--- src/rtl/rgb_pwm_fader.sv ---
`default_nettype none
// ============================================================================
//  Module      : rgb_pwm_fader
//  Description : Three-channel PWM colour output with immediate or per-period
//                linear fade toward a commanded colour. Optional quadratic
//                gamma on the PWM compare is enabled by RGB_PWM_GAMMA_EN.
//  Revision    : 1.0  initial release
// ============================================================================
module rgb_pwm_fader #(
    parameter int PWM_BITS = 8,
    parameter int PRESCALE = 4
) (
    input  logic                clk,
    input  logic                reset,
    input  logic                cmd_valid,
    output logic                cmd_ready,
    input  logic [PWM_BITS-1:0] cmd_r,
    input  logic [PWM_BITS-1:0] cmd_g,
    input  logic [PWM_BITS-1:0] cmd_b,
    input  logic                cmd_fade,
    output logic                red,
    output logic                green,
    output logic                blue,
    output logic                busy
);

    localparam int                  PS_W    = (PRESCALE > 1) ? $clog2(PRESCALE) : 1;
    localparam logic [PS_W-1:0]     PS_MAX  = PS_W'(PRESCALE - 1);
    localparam logic [PWM_BITS-1:0] CNT_MAX = '1;

    localparam logic [1:0] S_IDLE  = 2'd0;
    localparam logic [1:0] S_APPLY = 2'd1;
    localparam logic [1:0] S_FADE  = 2'd2;

    logic [PS_W-1:0]     r_presc;
    logic [PWM_BITS-1:0] r_pwm_cnt;
    logic [1:0]          r_state;
    logic [PWM_BITS-1:0] r_lvl_r, r_lvl_g, r_lvl_b;
    logic [PWM_BITS-1:0] r_tgt_r, r_tgt_g, r_tgt_b;
    logic                r_red, r_green, r_blue;

    logic                w_tick;
    logic                w_period_end;
    logic [PWM_BITS-1:0] w_step_r, w_step_g, w_step_b;
    logic                w_fade_done;
    logic [PWM_BITS-1:0] w_duty_r, w_duty_g, w_duty_b;

    function automatic logic [PWM_BITS-1:0] step_toward(
        input logic [PWM_BITS-1:0] lvl,
        input logic [PWM_BITS-1:0] tgt
    );
        if (lvl < tgt)
            return lvl + PWM_BITS'(1);
        else if (lvl > tgt)
            return lvl - PWM_BITS'(1);
        else
            return lvl;
    endfunction

`ifdef RGB_PWM_GAMMA_EN
    // g(x) = x*(x+1) >> PWM_BITS keeps g(0)=0 and g(max)=max exactly.
    function automatic logic [PWM_BITS-1:0] gamma(input logic [PWM_BITS-1:0] lvl);
        logic [2*PWM_BITS-1:0] prod;
        prod = {{PWM_BITS{1'b0}}, lvl} * ({{PWM_BITS{1'b0}}, lvl} + (2*PWM_BITS)'(1));
        return prod[2*PWM_BITS-1:PWM_BITS];
    endfunction

    assign w_duty_r = gamma(r_lvl_r);
    assign w_duty_g = gamma(r_lvl_g);
    assign w_duty_b = gamma(r_lvl_b);
`else
    assign w_duty_r = r_lvl_r;
    assign w_duty_g = r_lvl_g;
    assign w_duty_b = r_lvl_b;
`endif

    assign w_tick       = (r_presc == PS_MAX);
    assign w_period_end = w_tick && (r_pwm_cnt == CNT_MAX);

    assign w_step_r    = step_toward(r_lvl_r, r_tgt_r);
    assign w_step_g    = step_toward(r_lvl_g, r_tgt_g);
    assign w_step_b    = step_toward(r_lvl_b, r_tgt_b);
    assign w_fade_done = (w_step_r == r_tgt_r) && (w_step_g == r_tgt_g) && (w_step_b == r_tgt_b);

    assign cmd_ready = (r_state == S_IDLE);
    assign busy      = (r_state != S_IDLE);
    assign red       = r_red;
    assign green     = r_green;
    assign blue      = r_blue;

    always_ff @(posedge clk or negedge reset) begin
        if (!reset) begin
            r_presc   <= '0;
            r_pwm_cnt <= '0;
            r_red     <= 1'b0;
            r_green   <= 1'b0;
            r_blue    <= 1'b0;
        end else begin
            r_presc <= w_tick ? '0 : r_presc + PS_W'(1);
            if (w_tick)
                r_pwm_cnt <= r_pwm_cnt + PWM_BITS'(1);
            r_red   <= (r_pwm_cnt < w_duty_r);
            r_green <= (r_pwm_cnt < w_duty_g);
            r_blue  <= (r_pwm_cnt < w_duty_b);
        end
    end

    // Levels move only on the last tick of a period so every pulse is whole.
    always_ff @(posedge clk or negedge reset) begin
        if (!reset) begin
            r_state <= S_IDLE;
            r_lvl_r <= '0;
            r_lvl_g <= '0;
            r_lvl_b <= '0;
            r_tgt_r <= '0;
            r_tgt_g <= '0;
            r_tgt_b <= '0;
        end else begin
            case (r_state)
                S_IDLE: begin
                    if (cmd_valid) begin
                        r_tgt_r <= cmd_r;
                        r_tgt_g <= cmd_g;
                        r_tgt_b <= cmd_b;
                        r_state <= cmd_fade ? S_FADE : S_APPLY;
                    end
                end
                S_APPLY: begin
                    if (w_period_end) begin
                        r_lvl_r <= r_tgt_r;
                        r_lvl_g <= r_tgt_g;
                        r_lvl_b <= r_tgt_b;
                        r_state <= S_IDLE;
                    end
                end
                S_FADE: begin
                    if (w_period_end) begin
                        r_lvl_r <= w_step_r;
                        r_lvl_g <= w_step_g;
                        r_lvl_b <= w_step_b;
                        if (w_fade_done)
                            r_state <= S_IDLE;
                    end
                end
                default: r_state <= S_IDLE;
            endcase
        end
    end

endmodule
`default_nettype wire

--- config.mk ---
export PLATFORM = sky130hd
export DESIGN_NAME = rgb_pwm_fader
export DESIGN_NICKNAME = d
export VERILOG_FILES = /design/src/rtl/rgb_pwm_fader.sv
export SDC_FILE = /design/constraint.sdc
export NUM_CORES = 1
export LEC_CHECK = 0
export CELL_PAD_IN_SITES_DETAIL_PLACEMENT = 0
export CELL_PAD_IN_SITES_GLOBAL_PLACEMENT = 1
export CORE_ASPECT_RATIO = 2
export CORE_MARGIN = 2
export CORE_UTILIZATION = 45
export DETAILED_ROUTE_END_ITERATION = 6
export PLACE_DENSITY_LB_ADDON = 0.1
export SYNTH_ARGS = -nofsm -noshare
export SYNTH_HDL_FRONTEND = slang
export SYNTH_SLANG_ARGS = --single-unit
--- constraint.sdc ---
create_clock -name clk -period 3.1 [get_ports clk]
set_input_delay 0.775 -clock clk [delete_from_list [all_inputs] [get_ports clk]]
set_output_delay 0.775 -clock clk [all_outputs]
set_load 0.03 [all_outputs]
# Word-level counts from Yosys, hierarchy flattened

Index checks and enable logic that the tools add are counted.

Logic and storage cells: 71
Input port bits: 28
Flip-flop bits (word level): 63

Reductions and logical operators: 9
Mux-type cells: 22
Eq/ne operators: 11
Add/sub/neg operators: 8
Order comparisons: 9

Operators by type and width:

| kind                  | number |
|---|---|
| $mux W8               | 12 |
| $lt A8 B8 Y1          | 6 |
| $pmux W8 S2           | 3 |
| $add A8 B1 Y8 const B | 4 |
| $eq A8 B8 Y1          | 3 |
| $gt A8 B8 Y1          | 3 |
| $sub A8 B1 Y8 const B | 3 |
| $mux W2               | 6 |
| $eq A8 B8 Y1 const B  | 1 |
| $ne A2 B2 Y1 const B  | 4 |
| $pmux W2 S3           | 1 |
| $eq A2 B2 Y1 const B  | 2 |
| $reduce_and A4 Y1     | 1 |
| $reduce_bool A2 Y1    | 2 |
| $logic_and A1 B1 Y1   | 3 |
| $reduce_and A3 Y1     | 1 |
| $add A2 B1 Y2 const B | 1 |
| $eq A2 B1 Y1 const B  | 1 |
| $logic_not A2 Y1      | 1 |
| $reduce_and A2 Y1     | 1 |

# Logic depth before layout (Yosys ltp)

Gate-level depths: netlist (run 1).

Depth after elaboration: 9
Gate-level depth with buffers: 13
Mapped depth without buffers: 11

# Worst setup path before layout (run 1)

Ideal clock, no wire load.

Path kind: register -> register
Start: register r_lvl_r[0]
End: register r_state[1]
Path buffers: 2
Data arrival time: 2,623 ps
Path slack: 341 ps
Cell stages (with the launch flop): 14
Cell sequence: dfrtp_1 clkbuf_1 inv_1 ha_1 nand4_1 or2_2 clkbuf_1 nor4b_1 o21ai_0 o31a_1 xnor2_1 o21ai_0 a2111oi_0 a31oi_1

Longest elaborated chain between the ends: 8
Elaborated cells on any way between the ends: 11
Those cells by class: add/sub (2); order compare (2); eq/ne (2); mux (2); reduce/logical (3)

RTL lines:

| element                                              | line   | RTL |
|---|---|---|
| from (decl)                                          | 38     | `logic [PWM_BITS-1:0] r_lvl_r, r_lvl_g, r_lvl_b;` |
| from (signal assigned)                               | 130    | `r_lvl_r <= r_tgt_r;` |
| from (signal assigned)                               | 138    | `r_lvl_r <= w_step_r;` |
| $sub A8 B1 Y8 / $gt A8 B8 Y1 (equally long branches) | 55, 54 |  |
| $mux W8                                              | 54     | `else if (lvl > tgt)` |
| $mux W8 *                                            | 52     | `if (lvl < tgt)` |
| $eq A8 B8 Y1 *                                       | 83     | `assign w_fade_done = (w_step_r == r_tgt_r) && (w_step_g == r_tgt_g) && (w_step_b == r_tgt_b);` |
| $logic_and A1 B1 Y1 * (2 in series)                  | 83     |  |
| $ne A2 B2 Y1 (no line) *                             | -      |  |
| $reduce_and A4 Y1 (no line) *                        | -      |  |
| to (signal assigned)                                 | 125    | `r_state <= cmd_fade ? S_FADE : S_APPLY;` |
| to (decl)                                            | 37     | `logic [1:0] r_state;` |

Mark *: on every way between the ends. The rest lies on a longest branch, timed or not.
A chain may end at the register's enable or synchronous reset.

# Worst setup path after layout (run 1)

Start: register r_tgt_g[7]
End: register r_state[1]

Longest elaborated chain between the ends: 8
Elaborated cells on any way between the ends: 9
Those cells by class: order compare (2); eq/ne (2); mux (2); reduce/logical (3)

RTL lines:

| element                             | line | RTL |
|---|---|---|
| from (decl)                         | 39   | `logic [PWM_BITS-1:0] r_tgt_r, r_tgt_g, r_tgt_b;` |
| from (signal assigned)              | 123  | `r_tgt_g <= cmd_g;` |
| $gt A8 B8 Y1                        | 54   |  |
| $mux W8                             | 54   |  |
| $mux W8                             | 52   |  |
| $eq A8 B8 Y1 *                      | 83   |  |
| $logic_and A1 B1 Y1 * (2 in series) | 83   |  |
| $ne A2 B2 Y1 (no line) *            | -    |  |
| $reduce_and A4 Y1 (no line) *       | -    |  |

Marks and branches as above.

==> results.txt, run 1 <==
* Outcome: finished clean
- The number of clock buffers added by TritonCTS is 9.
- The completed layout was analyzed and its total power is 3955 uW.
- Number of enable-type register cells in the synthesized netlist: 0
- Across all layers, the routed design uses 4906 vias.
* Unrepaired setup endpoints after global routing: no
* Number of antenna violations at the first check in global routing: 0
- CTS clock-pin slew for the worst setup and hold paths: 0.06 ns
- For this design the top-level I/O count stands at 33.
* #FFs+latches synth: 63
* Vias in the first global route: 5010
- After synthesis, flip-flops and latches occupy 31.09% of the total area.
- For this run, the number of Yosys warnings is 0.
- Summed over all layers, the global routing overflow is 0.
- Routed wire length: 16.42 mm
- IR Drop Worst-Case VDD: 707.5 uV
- In this run, the number of DRC markers left after iteration 0 of detailed routing was 369.
- The die covers 12190 um2.
* Insertion delay of the later-clocked pin in the worst-skew pair: 0.34 ns
* Maximum buffer depth of the clock tree: 2
- Netlist cell types: 57
- Dividing total power by cell area gives a power density of 632.6 nW/um2.
* Main synth FF type: dfrtp_1
- Dividing the final minimum period by the clock period gives 93.98%.
- Global routing consumed, over all layers together, 27.72% of the routing resources.
- Setup violations remaining at the end of the flow were counted as 0.
- Across the run, the number of max-cap violations was 0.
- Die Width: 79.07 um
- The slowest stage of the critical path is the or3_4 cell.
- Max-slew headroom: 34.70%
- Area Overhead vs Synth: 23.29%
* Share of flip-flops with an asynchronous set or reset after synthesis: 100.0%
- Area share of the largest cell type after synthesis: 31.09%
- After detailed routing, the number of vias per cell comes to 5.954.
* Required time of the critical path: 3.31 ns
- Max H-tree Level: 3
* Vertical die dimension: 154.1 um
* Library cell occupying the most area in the post-synthesis netlist: dfrtp_1
* Clock period minus final worst setup slack: 2.913 ns
- Data arrives at the worst endpoint at 3.12 ns.
- Measured slew at the worst slew-check pin: 0.9788 ns
* CP cell instances: inv_1 -> ha_1 -> nand4_2 -> or3_4 -> nand3_2 -> a21oi_2 -> a31oi_4 -> xnor2_1 -> a2111o_1 -> nor4_2 -> a31oi_1
* Nets in the synthesized netlist: 696
- After synthesis, the cell types taking the most area are dfrtp_1 31%, ha_1 13%, a21oi_1 5.2%.
* Post-Route Hold Slack: 0.4332 ns
* Tightest Hold Check Type: flip-flop to flip-flop
* Multi-input gate area in the final layout: 3334 um2
* Clock tree root driver cell: clkbuf_16
* Hold-fix buffers at CTS: 0
- Placed wire-length estimate after detailed placement: 12.48 mm
* Lkg Pwr: 0.002770 uW
- The initialized floorplan defines 54 standard-cell rows.
- Setup CP Type: flip-flop to flip-flop
- Most frequent cells in the layout: 62 x dfrtp_1, 59 x nand2_1, 53 x ha_1
- Achievable frequency: 0.3432 GHz
* Mapped Cells: 615
- On the worst path, the slowest cell contributes a delay of 0.47 ns.
* Core region area: 10950 um2
- Clock skew on the completed layout was measured at 0.007303 ns.
- Along the worst path, the maximum fanout reaches 7.
* Commonest non-fill, non-tap cell in the layout: dfrtp_1
- Slew Viols, Final: 0
- Nature of the critical path endpoint: flip-flop
- Number of nets with antenna violations after detailed routing: 0
- In this run the cell area of the synthesized design comes to 5071 um2.
- Critical path startpoint category: flip-flop
* Post-route DRC violation count: 0
- A synthesized cell averages 8.246 um2.
- TritonCTS built the clock tree.
* Hold Fails Final Rpt: 0
* Antenna diode count: 0
* GPL Wtd Cong: 0.9526
- Reg area: 1578 um2
* First drt pass iteration count: 7
- Entering global routing, the biggest net connects 47 pins.
- Effective utilization at floorplan: 46.33%
* Layout cells sized above 1: 15.20%
- The first global-routing pass estimated 25.70 mm of wire.
* Nets: 760
- Total of buffers placed on input and output ports: 32
* Count of fill cells added during filler insertion: 1022
- Clock Sink Count: 63
* Routed wirelength normalized by instance count: 19.92 um
==> cells in the mapped netlist (3+ instances only) <==
| cell type | n |
|---|---|
| dfrtp_1 | 63 |
| nand2_1 | 59 |
| a21oi_1 | 53 |
| ha_1 | 53 |
| o21ai_0 | 50 |
| inv_1 | 46 |
| nor2_1 | 38 |
| clkbuf_1 | 25 |
| nand3_1 | 24 |
| xnor2_1 | 24 |
| o22ai_1 | 15 |
| xor2_1 | 13 |
| nand4_1 | 12 |
| a21o_1 | 11 |
| nor3_1 | 11 |
| a22oi_1 | 8 |
| nor2b_1 | 8 |
| o211ai_1 | 8 |
| a31oi_1 | 7 |
| nand2b_1 | 7 |
| and3_1 | 6 |
| mux2_2 | 5 |
| nor4_1 | 5 |
| and2_1 | 4 |
| o31ai_1 | 4 |
| a2111oi_0 | 3 |
| mux2i_1 | 3 |
| nand4b_1 | 3 |
| nor4b_1 | 3 |
| o21ai_1 | 3 |
| o21bai_1 | 3 |
| o31a_1 | 3 |
| or2_2 | 3 |
| or3_1 | 3 |
==> power breakdown <==
part | internal, uW | switching [uW] | total, uW
logic | 703 | 1020 | 1730
clock network | 649 | 414 | 1060
registers | 989 | 177 | 1170
total | 2340 | 1610 | 3960
==> final timing paths <==
path	startpoint	endpoint	slack (ns)	cells past startpoint
min in group asynchronous	reset	r_tgt_b[4]	0.46	1
min reg2reg	r_presc[0]	r_presc[0]	0.43	1
max in group asynchronous	reset	r_lvl_r[4]	1.98	2
min	r_presc[0]	r_presc[0]	0.43	1
max	r_tgt_g[7]	r_state[1]	0.19	11
max reg2reg	r_tgt_g[7]	r_state[1]	0.19	11
==> registers in the layout, summed over array words and instances (netlist names) <==
signal,cells
r_lvl_b,8
r_lvl_g,8
r_lvl_r,8
r_pwm_cnt,8
r_tgt_b,8
r_tgt_g,8
r_tgt_r,8
r_presc,2
r_state,2
blue,1
green,1
red,1
==> cell type report <==
| class | instances | share of cell area [%] |
|---|---|---|
| multi-input combinational | 479 | 53.33 |
| sequential | 63 | 25.24 |
| timing repair buffer | 79 | 10.89 |
| clock buffer | 10 | 3.822 |
| inverter | 47 | 2.822 |
| tap | 140 | 2.802 |
| clock inverter | 6 | 1.101 |
==> routing by layer <==
layer	part of all wire [%]	track usage [%]	wire, um	vias up
met5	0	0	0	-
met4	4.5	13.30	737	0
met3	3.0	3.228	494	44
met2	55	51.53	9100	132
met1	37	30.21	6084	2378
li1	-	-	-	2352
==> through the flow <==
step	area, um2	util [%]	setup TNS [ns]	setup slack, ns	instances
floorplan	5071	-	0	0.3406	615
global placement	5827	53.24	0	0.05633	807
detailed placement	5827	53.24	-0.02587	-0.02587	807
CTS	6140	56.09	0	0.02772	823
global route	6252	57.12	0	0.01574	824
finish	6252	57.12	0	0.1866	824
==> worst max-delay path: cells and delay by family (launching register included) <==
family / cells / cell delay, ns
AO/OA/AOI/OAI: 4 / 0.81
flip-flops: 1 / 0.40
AND/OR/NAND/NOR: 4 / 1.05
buffers and inverters: 1 / 0.07
XOR/XNOR: 1 / 0.12
adder cells (fa/ha/maj): 1 / 0.33
==> kinds of logic (layout without fill, tap and decap cells) <==
logic type,Yosys count,after routing,share of synthesized area [%]
buf+inv,73,142,5.551
compound gates,190,190,23.66
fa+ha+maj,53,53,13.08
flops,63,63,31.09
xor+xnor,37,37,6.390
simple gates,191,191,18.53
mux,8,8,1.702
==> what timing repair did <==
| item | CTS | global route |
|---|---|---|
| cloned | 0 | 0 |
| hold endpoints to repair | 0 | 0 |
| setup buffers | 0 | 1 |
| pin swaps | 0 | 2 |
| endpoints found under the setup margin | 1 | 1 |
| gates resized for setup | 1 | 20 |
Note: power is estimated with default switching activity, not from simulation.
==> inputs of run 2 (changes only) <==
--- a/config.mk
+++ b/config.mk
@@ -8,9 +8,10 @@
 export CELL_PAD_IN_SITES_DETAIL_PLACEMENT = 0
 export CELL_PAD_IN_SITES_GLOBAL_PLACEMENT = 1
 export CORE_ASPECT_RATIO = 2
-export CORE_MARGIN = 2
+export CORE_MARGIN = 3
 export CORE_UTILIZATION = 45
 export DETAILED_ROUTE_END_ITERATION = 6
+export DONT_BUFFER_PORTS = 1
 export PLACE_DENSITY_LB_ADDON = 0.1
 export SYNTH_ARGS = -nofsm -noshare
 export SYNTH_HDL_FRONTEND = slang
==> run 2 against run 1 <==
Against the previous run:
- total power shrank 1.5%
- cell area shrank 6.4%
- hold slack got worse by 0.32 ns
- sequential power about the same
- clock power is 8% higher
- wire length down 3.0%
- critical path depth fell by 1
- flip-flop and latch count unchanged
- worst setup slack worse by 0.013 ns
- first-iteration DRC count rose by 9.5%
- clock-buffer cell count is the same
- cell count shrank 5.0%
==> results.txt, run 2 (same netlist as run 1, synthesis figures left out) <==
- The shortest period the worst path allows is 2.927 ns (was 2.913 ns).
- The die area came to 12660 um2 (was 12190 um2).
* Core region area: 10950 um2 (unchanged)
- Setup CP Type: flip-flop to flip-flop (unchanged)
- The DRC violation count after routing is 0 (unchanged).
- Largest net degree at the start of global routing: 64 (was 47)
- Clock tree root driver cell: clkbuf_16 (unchanged)
- Worst reg2reg path startpoint: r_lvl_g[1] (was r_tgt_g[7])
- FP Rows: 54 (unchanged)
- The peak ir drop on the vdd network is 723.7 uV (was 707.5 uV).
- The overall overflow remaining after global route is 0 (unchanged).
- GPL Wtd Cong: 0.9294 (was 0.9526)
- The maximum clock path buffer count came to 2 (unchanged).
* Commonest non-fill, non-tap cell in the layout: dfrtp_1 (unchanged)
- Final Cycle Share: 94.42% (was 93.98%)
- The slew at the pin with the worst max-slew slack is 0.7636 ns (was 0.9788 ns).
- The clock-pin transition on the worst setup and hold timing paths was 0.06 ns (about the same).
* Die Width: 81.07 um (was 79.07 um)
- Power dissipated by switching net loads: 1567 uW (was 1615 uW)
* Top-level I/O count: 33 (unchanged)
- The fraction of layout instances using a drive strength above 1 was 14.15% (was 15.20%).
- The count of nets after finishing is 719 (was 760).
* CTS tree: done (unchanged)
- Number of antenna violations at the first check in global routing: 0 (unchanged)
* CP Launch Point: r_lvl_g[1] (was r_tgt_g[7])
- The normalized max-slew margin was 48.99% (was 34.70%).
- Count of fill cells added during filler insertion: 1098 (was 1022)
- Most frequent cells in the layout: 62 x dfrtp_1, 59 x nand2_1, 53 x a21oi_1, 53 x ha_1, 50 x o21ai_0 (was 62 x dfrtp_1, 59 x nand2_1, 53 x ha_1)
* Tightest Hold Check Type: input port to async pin (was flip-flop to flip-flop)
- The average routed wire per standard cell came to 20.33 um (was 19.92 um).
- The via density per instance came to 6.056 (was 5.954).
* Nature of the critical path endpoint: flip-flop (unchanged)
* Count of non-filler cells in the finished layout: 783 (was 824)
* Insertion delay of the later-clocked pin in the worst-skew pair: 0.35 ns (was 0.34 ns)
- The internal power summed over all cells is 2330 uW (was 2341 uW).
* Effective utilization at floorplan: 46.33% (unchanged)
* Routed wire length: 15.92 mm (was 16.42 mm)
- The sum of internal, switching and leakage power came to 3897 uW (was 3955 uW).
- Lkg Pwr: 0.002603 uW (was 0.002770 uW)
* Clock network fraction of design power: 29.5% (was 26.9%)
* Area Overhead vs Synth: 15.40% (was 23.29%)
* Global-route wire length before repair: 24.70 mm (was 25.70 mm)
* Placed insts: 762 (was 807)
- Vertical die dimension: 156.1 um (was 154.1 um)
- The count of final max-slew check failures is 0 (unchanged).
- The global-route usage over all layers is 26.24% (was 27.72%).
* Pwr dens: 666.0 nW/um2 (was 632.6 nW/um2)
* Number of vias in the routed layout: 4742 (was 4906)
- The count of max-cap constraint violations is 0 (unchanged).
- Hold-fix buffers at CTS: 0 (unchanged)
- The share of power burned in registers came to 30.0% (was 29.5%).
- Outcome: finished clean (unchanged)
- The TritonCTS buffer count came to 9 (unchanged).
- Max Fanout on Critical Path: 7 (unchanged)
* Hold Fails Final Rpt: 0 (unchanged)
- The combinational fraction of design power was 40.5% (was 43.7%).
- Worst clock skew on the final layout: 0.006182 ns (was 0.007303 ns)
- The number of diodes added for antenna fixing was 0 (unchanged).
- The detailed placement HPWL came to 11.68 mm (was 12.48 mm).
* Fin util: 53.46% (was 57.12%)
- The number of I/O port buffers is 0 (was 32).
* Switching fraction of total power: 40.21% (was 40.82%)
- The upper clock frequency limit was 0.3417 GHz (was 0.3432 GHz).
- Drt first-iter violations: 404 (was 369)
- The number of setup violations in the final report came to 0 (unchanged).
- Vias in the first global route: 4787 (was 5010)
- The arrival time reported for the critical path endpoint is 3.13 ns (was 3.12 ns).
- Clock Sink Count: 63 (unchanged)
- The data required time of the critical path came to 3.31 ns (about the same).
- First drt pass iteration count: 5 (was 7)
* Critical path startpoint category: flip-flop (unchanged)
- The number of antenna-violating nets in the routed design came to 0 (unchanged).
* Max H-tree Level: 3 (unchanged)
-- run 2: worst paths after layout --
| kind | cells after the start | to | slack (ns) |
|---|---|---|---|
| worst min register to register | 1 | r_presc[0] | 0.43 |
| worst max-delay path | 10 | r_state[1] | 0.17 |
| min in group clk | 1 | r_presc[0] | 0.43 |
| max in group asynchronous | 0 | r_tgt_g[2] | 2.87 |
| worst min-delay path | 0 | r_tgt_b[3] | 0.12 |
| worst max register to register | 10 | r_state[1] | 0.17 |
-- run 2: area by class of cell --
type | instances | area, um2 | area share, %
tap | 140 | 175.2 | 2.993
multi-input combinational | 479 | 3306 | 56.49
inverter | 47 | 176.4 | 3.015
timing repair buffer | 38 | 285.3 | 4.875
clock buffer | 10 | 239.0 | 4.084
clock inverter | 6 | 92.59 | 1.582
sequential | 63 | 1578 | 26.96
-- run 2: power by group through the flow --
stage          registers, uW  clock network [uW]  logic [uW]
2_1_floorplan           1130                   0        1120
3_3_place_gp            1170                   0        1480
3_5_place_dp            1180                   0        1500
4_1_cts                 1170                1160        1530
5_1_grt                 1190                1200        1750
6_report                1170                1150        1580
-- run 2: metrics by stage --
| stage | TNS [ns] | hold slack (ns) | setup WS, ns | area [um2] |
|---|---|---|---|---|
| after floorplan | 0 | 0.4031 | 0.3406 | 5071 |
| after global placement | -0.01523 | 0.4164 | -0.01523 | 5398 |
| after detailed placement | -0.1233 | 0.4199 | -0.1233 | 5398 |
| after CTS | 0 | 0.1138 | 0.03227 | 5754 |
| after global routing | -0.02260 | 0.1082 | -0.02260 | 5852 |
| final | 0 | 0.1172 | 0.1731 | 5852 |
-- run 2: per-layer routing --
layer / wire (um) / track usage, %
met5: 0 / 0
met4: 729 / 14.18
met3: 532 / 4.220
met2: 8606 / 47.00
met1: 6049 / 28.57
-- run 2: critical path, cell delays in order (launching register included) --
cell and delay (ns):
dfrtp_1 0.46, ha_1 0.34, nor2b_1 0.14, o21bai_2 0.20, a21o_2 0.22, nand2_1 0.15
o41ai_2 0.34, mux2i_1 0.13, a2111o_1 0.39, nor4_2 0.27, a31oi_1 0.13
-- run 2: timing repair --
item                                    in CTS  in global routing
gates cloned                                 0                  0
endpoints found under the setup margin       1                  1
setup buffers                                0                  5
pin swaps                                    0                  6
resized for setup                            3                 13
==> inputs of run 3 (changes only) <==
--- a/config.mk
+++ b/config.mk
@@ -5,14 +5,16 @@
 export SDC_FILE = /design/constraint.sdc
 export NUM_CORES = 1
 export LEC_CHECK = 0
+export ABC_AREA = 1
 export CELL_PAD_IN_SITES_DETAIL_PLACEMENT = 0
 export CELL_PAD_IN_SITES_GLOBAL_PLACEMENT = 1
 export CORE_ASPECT_RATIO = 2
-export CORE_MARGIN = 3
+export CORE_MARGIN = 2
 export CORE_UTILIZATION = 45
 export DETAILED_ROUTE_END_ITERATION = 6
 export DONT_BUFFER_PORTS = 1
 export PLACE_DENSITY_LB_ADDON = 0.1
+export RECOVER_POWER = 100
 export SYNTH_ARGS = -nofsm -noshare
 export SYNTH_HDL_FRONTEND = slang
 export SYNTH_SLANG_ARGS = --single-unit
==> run 3 against run 2 <==
Against the previous run:
- flip-flop and latch count unchanged
- worst setup slack improved by 0.095 ns
- synthesized cell count increased by 20%
- critical path type unchanged
==> results.txt, run 3 <==
* Outcome: finished clean (unchanged)
- Mean number of vias per cell: 5.500 (was 6.056)
- Die Area: 12320 um2 (was 12660 um2)
* Number of antenna violations at the first check in global routing: 0 (unchanged)
* Vertical die dimension: 155.0 um (was 156.1 um)
- The upper clock frequency limit was 0.3532 GHz (was 0.3417 GHz).
- Maximum buffer depth of the clock tree: 2 (unchanged)
* Worst setup slack before clock tree synthesis: 0.2865 ns (was -0.1233 ns)
* Number of vias in the routed layout: 4895 (was 4742)
- The synthesis warning total is 0 (unchanged).
- CTS tree: done (unchanged)
* Core region area: 11220 um2 (was 10950 um2)
* Clock Sink Count: 63 (unchanged)
- First drt pass iteration count: 4 (was 5)
- The final setup skew was 0.007675 ns (was 0.006182 ns).
- Placed wire-length estimate after detailed placement: 11.59 mm (was 11.68 mm)
- IR Drop Worst-Case VDD: 257.9 uV (was 723.7 uV)
* Setup Total Neg Slack: 0 ns (unchanged)
* Slew Viols, Final: 0 (unchanged)
- Area share of the largest cell type after synthesis: 30.72% (was 31.09%)
- The post-synthesis net count was 822 (was 696).
* CP Launch Point: r_presc[0] (was r_lvl_g[1])
- The synthesized area per cell was 6.925 um2 (was 8.246 um2).
- The cell area after layout is 5564 um2 (was 5852 um2).
* Share of flip-flops with an asynchronous set or reset after synthesis: 100.0% (unchanged)
- The number of flip-flops and latches in the synthesized netlist came to 63 (unchanged).
- The netlist area before placement came to 5131 um2 (was 5071 um2).
- Antenna diode count: 0 (unchanged)
* Termination of the worst setup path: r_lvl_g[4] (was r_state[1])
* Max cap viols: 0 (unchanged)
- The area overhead of the layout relative to synthesis came to 8.437% (was 15.40%).
* CTS clock-pin slew for the worst setup and hold paths: 0.06 ns (about the same)
- Count of fill cells added during filler insertion: 1185 (was 1098)
* Number of nets with antenna violations after detailed routing: 0 (unchanged)
- The TritonCTS buffer count was 9 (unchanged).
* Commonest non-fill, non-tap cell in the layout: nand2_1 (was dfrtp_1)
* Main synth FF type: dfrtp_1 (unchanged)
- Counting stages on the worst path, the most repeated cell is nor2_1.
* Crit path max-delay cell type: nor2_1 (was dfrtp_1)
- Hold Fails Final Rpt: 0 (unchanged)
- Main area contributors after synthesis: dfrtp_1 31%, ha_1 13%, nand2_1 13% (was dfrtp_1 31%, ha_1 13%, a21oi_1 5.2%).
- Most repeated cell in the gate-level netlist after synthesis: nand2_1 (was dfrtp_1)
* Tightest Hold Check Type: input port to async pin (unchanged)
* Overall Global Routing Usage: 26.00% (was 26.24%)
- Pwr dens: 334.8 nW/um2 (was 666.0 nW/um2)
- GPL Wtd Cong: 0.8484 (was 0.9294)
* Measured slew at the worst slew-check pin: 0.9870 ns (was 0.7636 ns)
- Total of buffers placed on input and output ports: 0 (unchanged)
- The count of different cell masters after synthesis was 34 (was 57).
- Terminus of the critical flop-to-flop path: r_lvl_g[4] (was r_state[1])
- Clock period minus final worst setup slack: 2.832 ns (was 2.927 ns)
- The violation count after the first detailed-route iteration came to 287 (was 404).
- Library cell occupying the most area in the post-synthesis netlist: dfrtp_1 (unchanged)
- Largest delay share family, worst path: simple AND/OR/NAND/NOR gates (was compound AO/OA/AOI/OAI gates)
* CP cell instances: ha_1 -> nand2_1 -> nor2_1 -> nand2_1 -> nor2_1 -> clkinv_1 -> nor3_4 -> inv_1 -> nor2_1 -> buf_4 -> o21ai_0 -> o22ai_1 (was ha_1 -> nor2b_1 -> o21bai_2 -> a21o_2 -> nand2_1 -> o41ai_2 -> mux2i_1 -> a2111o_1 -> nor4_2 -> a31oi_1)
* Nets: 825 (was 719)
- The number of setup violations in the final report was 0 (unchanged).
- The static power due to leakage was 0.002986 uW (was 0.002603 uW).
* Final Cycle Share: 91.34% (was 94.42%)
- Max Fanout on Critical Path: 11 (was 7)
- Layout cells sized above 1: 6.417% (was 14.15%)
* Post-CTS Repair Setup Buffers: 0 (unchanged)
* Global-route wire length before repair: 24.36 mm (was 24.70 mm)
- Worst reg2reg path startpoint: r_presc[0] (was r_lvl_g[1])
- The final worst slack came to 0.2683 ns (was 0.1731 ns).
- Routed wire length: 15.36 mm (was 15.92 mm)
- Top-level I/O count: 33 (unchanged)
- Critical Path Max Stage Delay: 0.47 ns (was 0.46 ns)
- Area after DPL: 5283 um2 (was 5398 um2)
- Post-route DRC violation count: 0 (unchanged)
* Largest net degree at the start of global routing: 64 (unchanged)
- The cell count after synthesis is 741 (was 615).
- The number of global-route vias before repair came to 4868 (was 4787).
- Most frequent cells after synthesis: 175 x nand2_1, 88 x nand3_1, 87 x inv_1 (was 63 x dfrtp_1, 59 x nand2_1, 53 x a21oi_1, 53 x ha_1, 50 x o21ai_0).
- The arrival time reported for the critical path endpoint was 3.08 ns (was 3.13 ns).
- The average routed wire per standard cell was 17.26 um (was 20.33 um).
- Required time of the critical path: 3.35 ns (was 3.31 ns)
- The startpoint kind of the worst setup timing path is a flip-flop (unchanged).
* Clock tree root driver cell: clkbuf_16 (unchanged)
- Insertion delay of the later-clocked pin in the worst-skew pair: 0.34 ns (was 0.35 ns)
- The category of the most critical setup path is flip-flop to flip-flop (unchanged).
- The total buffers and inverters traversed by the critical path came to 3 (was 0).
- Most frequent cells in the layout: 176 x nand2_1, 88 x inv_1, 88 x nand3_1 (was 62 x dfrtp_1, 59 x nand2_1, 53 x a21oi_1, 53 x ha_1, 50 x o21ai_0).
- The reg-to-reg setup timing slack came to 0.27 ns (was 0.17 ns).
* Max-slew headroom: 33.97% (was 48.99%)
- The number of synthesized flops with an enable pin was 0 (unchanged).
- FP Rows: 55 (was 54)
- Setup repair after global routing left no endpoint under its margin.
- Sequential element share of the synthesized area: 30.72% (was 31.09%)
* Nature of the critical path endpoint: flip-flop (unchanged)
* Effective utilization at floorplan: 45.74% (was 46.33%)
- Worst r2r path cells: 12 (was 10)
* Die Width: 79.51 um (was 81.07 um)
- The overall overflow remaining after global route was 0 (unchanged).
* Max H-tree Level: 3 (unchanged)
* Worst path depth: 12 (was 10)
run 3: changes by cell type after synthesis, moves of 13 or more:
cell,delta
nand2_1,+116
nand3_1,+64
inv_1,+41
nor2_1,+29
xnor2_1,-22
a21oi_1,+19
o21ai_0,-17
clkbuf_1,-16
nand2_2,+13
run 3: worst min path at each step:
stage | startpoint | to | slack [ns] | depth (start not counted)
after global placement | r_presc[0] | r_presc[0] | 0.41 | 1
after detailed placement | r_presc[0] | r_presc[0] | 0.42 | 1
final | reset | r_tgt_g[5] | 0.13 | 0
after floorplan | r_presc[0] | r_presc[0] | 0.40 | 1
after global routing | reset | r_tgt_g[1] | 0.12 | 0
after CTS | reset | r_tgt_g[5] | 0.12 | 0
run 3: cell type report:
| cell class | count | area (um2) | area share [%] |
|---|---|---|---|
| Multi-Input combinational cell | 572 | 3124 | 56.15 |
| Sequential cell | 63 | 1577 | 28.33 |
| Inverter | 93 | 349.1 | 6.274 |
| Clock buffer | 12 | 256.5 | 4.610 |
| Tap cell | 142 | 177.7 | 3.193 |
| Clock inverter | 3 | 42.54 | 0.7646 |
| Timing Repair Buffer | 5 | 37.54 | 0.6746 |
run 3: where the power goes:
group | internal, uW | total [uW] | switching (uW) | leakage (uW)
Sequential | 823 | 823 | 0 | 0.000735
Clock | 661 | 1040 | 379 | 0.000145
Combinational | 0.171 | 0.173 | 0 | 0.00211
run 3: cells by family after synthesis:
| family | after synthesis | share of synthesized area [%] |
|---|---|---|
| AO/OA/AOI/OAI | 130 | 13.46 |
| XOR/XNOR | 8 | 1.366 |
| adder cells (fa/ha/maj) | 53 | 12.92 |
| buffers and inverters | 106 | 8.144 |
| flip-flops | 63 | 30.72 |
| multiplexers | 1 | 0.2194 |
| AND/OR/NAND/NOR | 380 | 33.16 |
run 3: routing by layer:
| metal | vias to the layer above | global-route usage (%) | wire length, um |
|---|---|---|---|
| met2 | 98 | 48.50 | 8380 |
| met5 | - | 0 | 0 |
| met3 | 42 | 4.002 | 519 |
| li1 | 2469 | - | - |
| met1 | 2286 | 27.21 | 5726 |
| met4 | 0 | 13.22 | 738 |
run 3: repair_timing:
item / 4_1_cts / 5_1_grt
setup endpoints to repair: 0 / 2
endpoints found under the hold margin: 0 / 0
hold buffers: 0 / 0
resized for setup: 0 / 1
run 3: through the flow:
stage	std cells	total power, uW	hold slack (ns)	util [%]
2_1_floorplan	741	837.8	0.4031	-
3_3_place_gp	875	837.6	0.4139	47.09
3_5_place_dp	875	837.6	0.4199	47.09
4_1_cts	890	1885	0.1215	49.76
5_1_grt	890	1919	0.1176	49.60
6_report	890	1863	0.1299	49.60
